[src/rtl/bip_control.sv]
// ============================================================================
// Module   : bip_control
// Purpose  : Multi-cycle control FSM for the BIP accumulator processor.
// Revision : 1.0 - initial release
// ============================================================================
`default_nettype none

module bip_control #(
  parameter int PC_W    = 11,
  parameter int INSTR_W = 16
) (
  input  logic               clk_i,
  input  logic               rst_ni,
  output logic               imem_req_o,
  output logic [PC_W-1:0]    imem_addr_o,
  input  logic               imem_valid_i,
  input  logic [INSTR_W-1:0] imem_data_i,
  output logic [PC_W-1:0]    dmem_addr_o,
  output logic               dmem_rd_o,
  output logic               dmem_wr_o,
  output logic               alu_op_o,
  output logic               sel_b_o,
  output logic [15:0]        imm_o,
  output logic [1:0]         acc_src_o,
  output logic               acc_wr_o,
  output logic               halted_o
);

  localparam int c_OPC_W  = 5;
  localparam int c_OPND_W = INSTR_W - c_OPC_W;

  localparam logic [4:0] c_OP_HLT  = 5'b00000;
  localparam logic [4:0] c_OP_STO  = 5'b00001;
  localparam logic [4:0] c_OP_LD   = 5'b00010;
  localparam logic [4:0] c_OP_LDI  = 5'b00011;
  localparam logic [4:0] c_OP_ADD  = 5'b00100;
  localparam logic [4:0] c_OP_ADDI = 5'b00101;
  localparam logic [4:0] c_OP_SUB  = 5'b00110;
  localparam logic [4:0] c_OP_SUBI = 5'b00111;

  localparam logic [1:0] c_SRC_ALU = 2'b00;
  localparam logic [1:0] c_SRC_MEM = 2'b01;
  localparam logic [1:0] c_SRC_IMM = 2'b10;

  typedef enum logic [1:0] {
    S_FETCH = 2'd0,
    S_EXEC  = 2'd1,
    S_WB    = 2'd2,
    S_HALT  = 2'd3
  } state_t;

  typedef struct packed {
    logic       dmem_rd;
    logic       dmem_wr;
    logic       acc_wr;
    logic       alu_op;
    logic       sel_b;
    logic [1:0] acc_src;
  } ctrl_t;

  state_t              r_state;
  logic [PC_W-1:0]     r_pc;
  logic [INSTR_W-1:0]  r_ir;
  logic                r_imem_req;
  ctrl_t               r_ctrl;
  logic [PC_W-1:0]     r_dmem_addr;
  logic [15:0]         r_imm;
  logic                r_halted;

  logic [4:0]          w_in_op;
  logic [c_OPND_W-1:0] w_in_opnd;
  logic [4:0]          w_ir_op;
  logic [c_OPND_W-1:0] w_ir_opnd;

  assign w_in_op   = imem_data_i[INSTR_W-1 -: c_OPC_W];
  assign w_in_opnd = imem_data_i[c_OPND_W-1:0];
  assign w_ir_op   = r_ir[INSTR_W-1 -: c_OPC_W];
  assign w_ir_opnd = r_ir[c_OPND_W-1:0];

  // Strobes for the EXEC cycle; memory-operand ops only issue the read here.
  function automatic ctrl_t exec_ctrl(input logic [4:0] op);
    ctrl_t c;
    c = '0;
    case (op)
      c_OP_STO:  c.dmem_wr = 1'b1;
      c_OP_LDI:  begin c.acc_src = c_SRC_IMM; c.acc_wr = 1'b1; end
      c_OP_ADDI: begin c.alu_op = 1'b1; c.sel_b = 1'b1; c.acc_src = c_SRC_ALU; c.acc_wr = 1'b1; end
      c_OP_SUBI: begin c.alu_op = 1'b0; c.sel_b = 1'b1; c.acc_src = c_SRC_ALU; c.acc_wr = 1'b1; end
      c_OP_LD, c_OP_ADD, c_OP_SUB: c.dmem_rd = 1'b1;
      default: ;
    endcase
    return c;
  endfunction

  // Write-back strobes, one cycle after the data read was issued.
  function automatic ctrl_t wb_ctrl(input logic [4:0] op);
    ctrl_t c;
    c        = '0;
    c.acc_wr = 1'b1;
    case (op)
      c_OP_LD:  c.acc_src = c_SRC_MEM;
      c_OP_ADD: c.alu_op  = 1'b1;
      default: ;
    endcase
    return c;
  endfunction

  function automatic logic is_mem_op(input logic [4:0] op);
    return (op == c_OP_LD) || (op == c_OP_ADD) || (op == c_OP_SUB);
  endfunction

  function automatic logic [15:0] sext_imm(input logic [c_OPND_W-1:0] opnd);
    return 16'($signed(opnd));
  endfunction

  function automatic logic [PC_W-1:0] to_addr(input logic [c_OPND_W-1:0] opnd);
    return PC_W'(opnd);
  endfunction

  // Outputs are registered alongside the state so they are glitch-free and
  // cleared asynchronously by reset.
  always_ff @(posedge clk_i or negedge rst_ni) begin
    if (!rst_ni) begin
      r_state     <= S_FETCH;
      r_pc        <= '0;
      r_ir        <= '0;
      r_imem_req  <= 1'b0;
      r_ctrl      <= '0;
      r_dmem_addr <= '0;
      r_imm       <= '0;
      r_halted    <= 1'b0;
    end else begin
      r_ctrl      <= '0;
      r_imem_req  <= 1'b0;
      r_dmem_addr <= '0;
      r_imm       <= '0;
      case (r_state)
        S_FETCH: begin
          if (r_imem_req && imem_valid_i) begin
            r_ir        <= imem_data_i;
            r_state     <= S_EXEC;
            r_ctrl      <= exec_ctrl(w_in_op);
            r_dmem_addr <= to_addr(w_in_opnd);
            r_imm       <= sext_imm(w_in_opnd);
          end else begin
            r_imem_req <= 1'b1;
          end
        end
        S_EXEC: begin
          if (w_ir_op == c_OP_HLT) begin
            r_state  <= S_HALT;
            r_halted <= 1'b1;
          end else if (is_mem_op(w_ir_op)) begin
            r_state     <= S_WB;
            r_ctrl      <= wb_ctrl(w_ir_op);
            r_dmem_addr <= to_addr(w_ir_opnd);
            r_imm       <= sext_imm(w_ir_opnd);
          end else begin
            r_pc       <= r_pc + PC_W'(1);
            r_state    <= S_FETCH;
            r_imem_req <= 1'b1;
          end
        end
        S_WB: begin
          r_pc       <= r_pc + PC_W'(1);
          r_state    <= S_FETCH;
          r_imem_req <= 1'b1;
        end
        S_HALT: begin
          r_halted <= 1'b1;
        end
      endcase
    end
  end

  assign imem_req_o  = r_imem_req;
  assign imem_addr_o = r_pc;
  assign dmem_addr_o = r_dmem_addr;
  assign dmem_rd_o   = r_ctrl.dmem_rd;
  assign dmem_wr_o   = r_ctrl.dmem_wr;
  assign alu_op_o    = r_ctrl.alu_op;
  assign sel_b_o     = r_ctrl.sel_b;
  assign imm_o       = r_imm;
  assign acc_src_o   = r_ctrl.acc_src;
  assign acc_wr_o    = r_ctrl.acc_wr;
  assign halted_o    = r_halted;

endmodule

`default_nettype wire

[config.mk]
export PLATFORM = sky130hd
export DESIGN_NAME = bip_control
export DESIGN_NICKNAME = d
export VERILOG_FILES = /design/src/rtl/bip_control.sv
export SDC_FILE = /design/constraint.sdc
export NUM_CORES = 1
export LEC_CHECK = 0
export ABC_AREA = 1
export BUFFER_PORTS_ARGS = -buffer_cell sky130_fd_sc_hd__buf_2
export CAP_MARGIN = 25
export CORE_MARGIN = 2
export CORE_UTILIZATION = 56
export DETAILED_ROUTE_END_ITERATION = 6
export PLACE_DENSITY = 0.94
export SLEW_MARGIN = 10
export SYNTH_ARGS = -nofsm -noshare
export SYNTH_HDL_FRONTEND = slang
export SYNTH_SLANG_ARGS = --single-unit
[constraint.sdc]
create_clock -name clk_i -period 4.1 [get_ports clk_i]
set_clock_uncertainty 0.05 [all_clocks]
set_input_delay 0.205 -clock clk_i [delete_from_list [all_inputs] [get_ports clk_i]]
set_output_delay 0.205 -clock clk_i [all_outputs]
set_load 0.1 [all_outputs]
[Word-level counts from Yosys, hierarchy flattened]
Cells that the tools add are included.
Operators by class
  equality and inequality tests: 17
  muxes and demuxes: 32
  reduce and logical (&&, ||, !) cells: 14
  add/subtract/negate cells: 1
Operators by type and width (count)
  $mux 11: 5
  $mux 16: 3
  $pmux 11 s2: 2
  $pmux 16 s2: 1
  $eq 5x3->1 const B: 6
  $eq 5x2->1 const B: 3
  $pmux 7 s2: 1
  $add 11x1->11 const B: 1
  $mux 5: 2
  $mux 1: 9
  $mux 2: 4
  $ne 2x2->1 const B: 4
  $mux 7: 1
  $pmux 2 s3: 1
  $reduce_and 2->1: 3
  $reduce_or 3->1: 2
  $eq 5x1->1 const B: 1
  $logic_not 5->1: 1
  $eq 2x2->1 const B: 2
  $pmux 2 s2: 1
  $reduce_bool 2->1: 2
  $pmux 1 s3: 1
  $reduce_and 3->1: 1
  $reduce_bool 3->1: 1
  5 further kinds: 6
Word-level totals
  logic and storage cells: 77
  register bits after elaboration: 65

[Depth between registers and ports, before layout]
  depth in word-level cells: 6
  gate-level depth with buffers: 9

[Least setup slack after synthesis]
No wires, ideal clock.
  path type: flip-flop to flip-flop
  start: register r_pc[0], in the netlist imem_addr_o[0]
  end: register r_pc[8], in the netlist imem_addr_o[8]
  required time: 3.930 ns
  setup time: 0.120 ns
  cell stages (with the launch flop): 9
  path slack: 1.996 ns
  arrival time: 1.934 ns
  path buffers: 0
  path through: dfrtp_1 > ha_1 > nand2_1 > nor2_1 > nand3_1 > nand2_1 > nand2_1 > nand2_1 > nand2_1
On the way
  word-level cells in the longest chain between the ends: 4
Ends and longest elaborated chain
  start, declared: line 62  | logic [PC_W-1:0] r_pc;
  start signal, assigned: line 159  | r_pc <= r_pc + PC_W'(1);
  start signal, assigned: line 165  | r_pc <= r_pc + PC_W'(1);
  $add 11x1->11 (*): line 159, 165
  $mux 11: line 153  | end else if (is_mem_op(w_ir_op)) begin
  $mux 11: line 150  | if (w_ir_op == c_OP_HLT) begin
  $pmux 11 s2 (*): line 137  | case (r_state)
Mark *: on every way between the ends. The rest lies on a longest branch, timed or not. The select of a mux whose other input is x is not followed.
A chain may end at the register's enable or synchronous reset.

[Worst setup path in the final report]
  start: register r_state[0]
  end: register r_ctrl (netlist bit acc_wr_o)
On the way
  word-level cells in the longest chain between the ends: 2
Ends and longest elaborated chain
  start, declared: line 61  | state_t r_state;
  start signal, assigned: line 124  | r_state <= S_FETCH;
  start signal, assigned: line 141  | r_state <= S_EXEC;
  start signal, assigned: line 151  | r_state <= S_HALT;
  $eq 2x1->1 or $logic_not 2->1 (tied branches): line 137
  $pmux 7 s2 (*): line 137
  end signal, assigned: line 142  | r_ctrl <= exec_ctrl(w_in_op);
  end signal, assigned: line 155  | r_ctrl <= wb_ctrl(w_ir_op);
  end, declared: line 65  | ctrl_t r_ctrl;
Mark *: on every way between the ends. The rest lies on a longest branch, timed or not.

==> impl_metrics.ini <==
[global_routing]
grt_overflow_total = 0
grt_pass1_vias = 1839
antenna_found_initial = 0
grt_max_degree = 50
grtUsageTotal_pct = 22.2
grt_pass1_wl_um = 7820

[setup_path]
critPathArrivalTime_ns = 1.90
worstPathMaxFanout = 26
cp-end-kind = flip-flop
critPathLaunchType = flip-flop
crit_type = flip-flop to flip-flop
crit_required_ns = 4.28

[timing]
fin_setup_tns_ns = 0
slew_headroom_pct = 65.9
finalSetupViolCount = 0
worstMarginPinSlew_ns = 0.509
post-route-min-period_ns = 1.72
fin_crit_sh_pct = 42.0
rsz0062_at_grt = false
slew_viol_final = 0
hold_viol_final = 0
fmax_mhz = 580

[clocking]
clkTransAtPathRegs_ns = 0.09
cts_tree = yes
cts_resized = 0
cts_root_buf = clkbuf_8
clk_latency_ns = 0.29
cts_max_path_buffers = 2
cts_buffers = 5
clock_sinks = 49
h-tree-depth = 2

[synth]
synth_top_area_cell = dfrtp_1
ys_top_cells_by_area = dfrtp_1, nand2_1, buf_4
synth_cell_types = 29
synth_top_area_share_pct = 51.9
ys_seq_area_share_pct = 51.9
ys.warnings.count = 0
synth_nets = 297
syn_avg_cell_area_um2 = 8.66
ys_ff_latch = 49
syn_inst = 273
syn_area_um2 = 2360

[route]
drt_first_pass_iters = 4
drc = 0
num_vias = 1953
ant_nets = 0
postRouteWirelength_um = 4740
routedWlPerCell_um = 12.6
drt_iter0_markers = 140
viasPerCell = 5.19

[layout]
post-route-util_pct = 67.8
fin_nets = 350
antennaDiodeCount = 0
drive_gt1_share_pct = 26.7
nFillCells = 339
area_delta_synth_final_pct = 15.5

[floorplanning]
die_w_um = 69.0
fp-row-count = 23
start_util_pct = 58.7
dieArea_um2 = 4760
coreArea_um2 = 4030
die_height_um = 69.0
io_pins = 66

[worst_hold_path]
hold_class = primary input to flip-flop

[place]
gp_congestion = 0.809
portBuffers = 65
hpwl_um = 3450

[flow_run]
drv_cap = 0

[status]
status = finished clean
[placed cells by master, fill, tap and decap left out]
master          n
nor3_2          1
nand2_1        78
inv_6           1
clkbuf_8        5
o21ai_0        18
o21ai_2         4
o21ai_1         7
o21a_1          1
dfrtp_1        49
bufinv_16       1
o211ai_1        1
a21oi_1         3
ha_1            5
nand4_1         6
xor2_1          3
nand3_1        15
o22ai_1         1
nand3b_1        3
nand2_2         2
nor2_1         13
nor3_1          1
inv_1          33
inv_2           1
nand3_2         1
dlygate4sd3_1   1
nor2_2          2
nor4_1          1
nor2_4          2
buf_2          65
nand2_4         1
buf_12          1
[sequential cells by signal, summed over array words and instances, names as in the netlist]
register and count:
acc_src_o 2, acc_wr_o 1, alu_op_o 1, dmem_rd_o 1
dmem_wr_o 1, halted_o 1, imem_addr_o 11, imem_req_o 1
imm_o 11, r_ir 16, r_state 2, sel_b_o 1
[logic make-up after synthesis]
kind of cell    Yosys count  synth area share, %
flops                    49                 51.9
xor+xnor                  3                 1.11
compound gates           35                 8.31
buf+inv                  55                 12.1
simple gates            126                 24.0
fa+ha+maj                 5                 2.65
[final cells by class]
type                    instances  area, µm²  share of cell area (%)
clock buffers                   5       68.8                    2.52
clock inverters                 2       38.8                    1.42
inverters                      34        128                    4.67
multi-input cells             169        852                    31.2
flip-flops and latches         49       1230                    44.9
well taps                      50       62.6                    2.29
repair buffers                 67        355                    13.0
[critical path, cell delays in order, from the launching register on]
cell     delay, ns
dfrtp_1       0.43
inv_1         0.10
ha_1          0.20
nand3_2       0.15
inv_2         0.32
nand2_1       0.14
nor3_2        0.15
nor2_1        0.07
nand2_1       0.05
[layer usage]
layer / GRT usage, % / part of all wire, % / vias up
met5: 0 / 0 / -
met4: 9.56 / 1.8 / 0
met3: 3.57 / 5.5 / 9
met2: 38.7 / 50 / 71
met1: 27.2 / 43 / 920
li1: - / - / 953
[final timing paths]
check | from | end | slack, ns | depth (start not counted)
max | r_state[0]$_DFFE_PN0P_ | acc_wr_o$_DFF_PN0_ | 2.38 | 8
min | imem_data_i[15] | acc_src_o[1]$_DFF_PN0_ | 0.05 | 2
max reg2reg | r_state[0]$_DFFE_PN0P_ | acc_wr_o$_DFF_PN0_ | 2.38 | 8
min reg2reg | halted_o$_DFFE_PN0P_ | halted_o$_DFFE_PN0P_ | 0.44 | 2
max in group asynchronous | rst_ni | imem_addr_o[9]$_DFFE_PN0P_ | 3.17 | 3
min in group asynchronous | rst_ni | imm_o[6]$_DFF_PN0_ | 0.32 | 2
[synth_stat cells (all sizes together)]
cell type  instances
xor2               3
nor3               2
nor2              17
o22ai              1
o211ai             1
inv               34
nand3             16
nand3b             3
ha                 5
o21a               1
o21ai             29
nand4              6
nor4               1
buf               20
a21oi              3
dfrtp             49
nand2             81
clkbuf             1
[per-stage QoR]
| step | setup WS (ns) | area (µm²) | hold slack [ns] | std cells |
|---|---|---|---|---|
| 2_1_floorplan | 2.00 | 2360 | -0.141 | 273 |
| 3_3_place_gp | 2.48 | 2590 | 0.356 | 367 |
| 3_5_place_dp | 2.38 | 2590 | 0.355 | 367 |
| 4_1_cts | 2.36 | 2700 | 0.0320 | 374 |
| 5_1_grt | 2.17 | 2730 | 0.0380 | 376 |
| 6_report | 2.38 | 2730 | 0.0453 | 376 |
[repair_timing]
action / 4_1_cts / 5_1_grt
setup endpoints to repair: 0 / 0
buffers inserted: 0 / 0
hold buffers: 0 / 1
endpoints found under the hold margin: 0 / 16
Power is not shown: default switching activity piles up to over one toggle a cycle in this logic, so the estimate is an artifact.
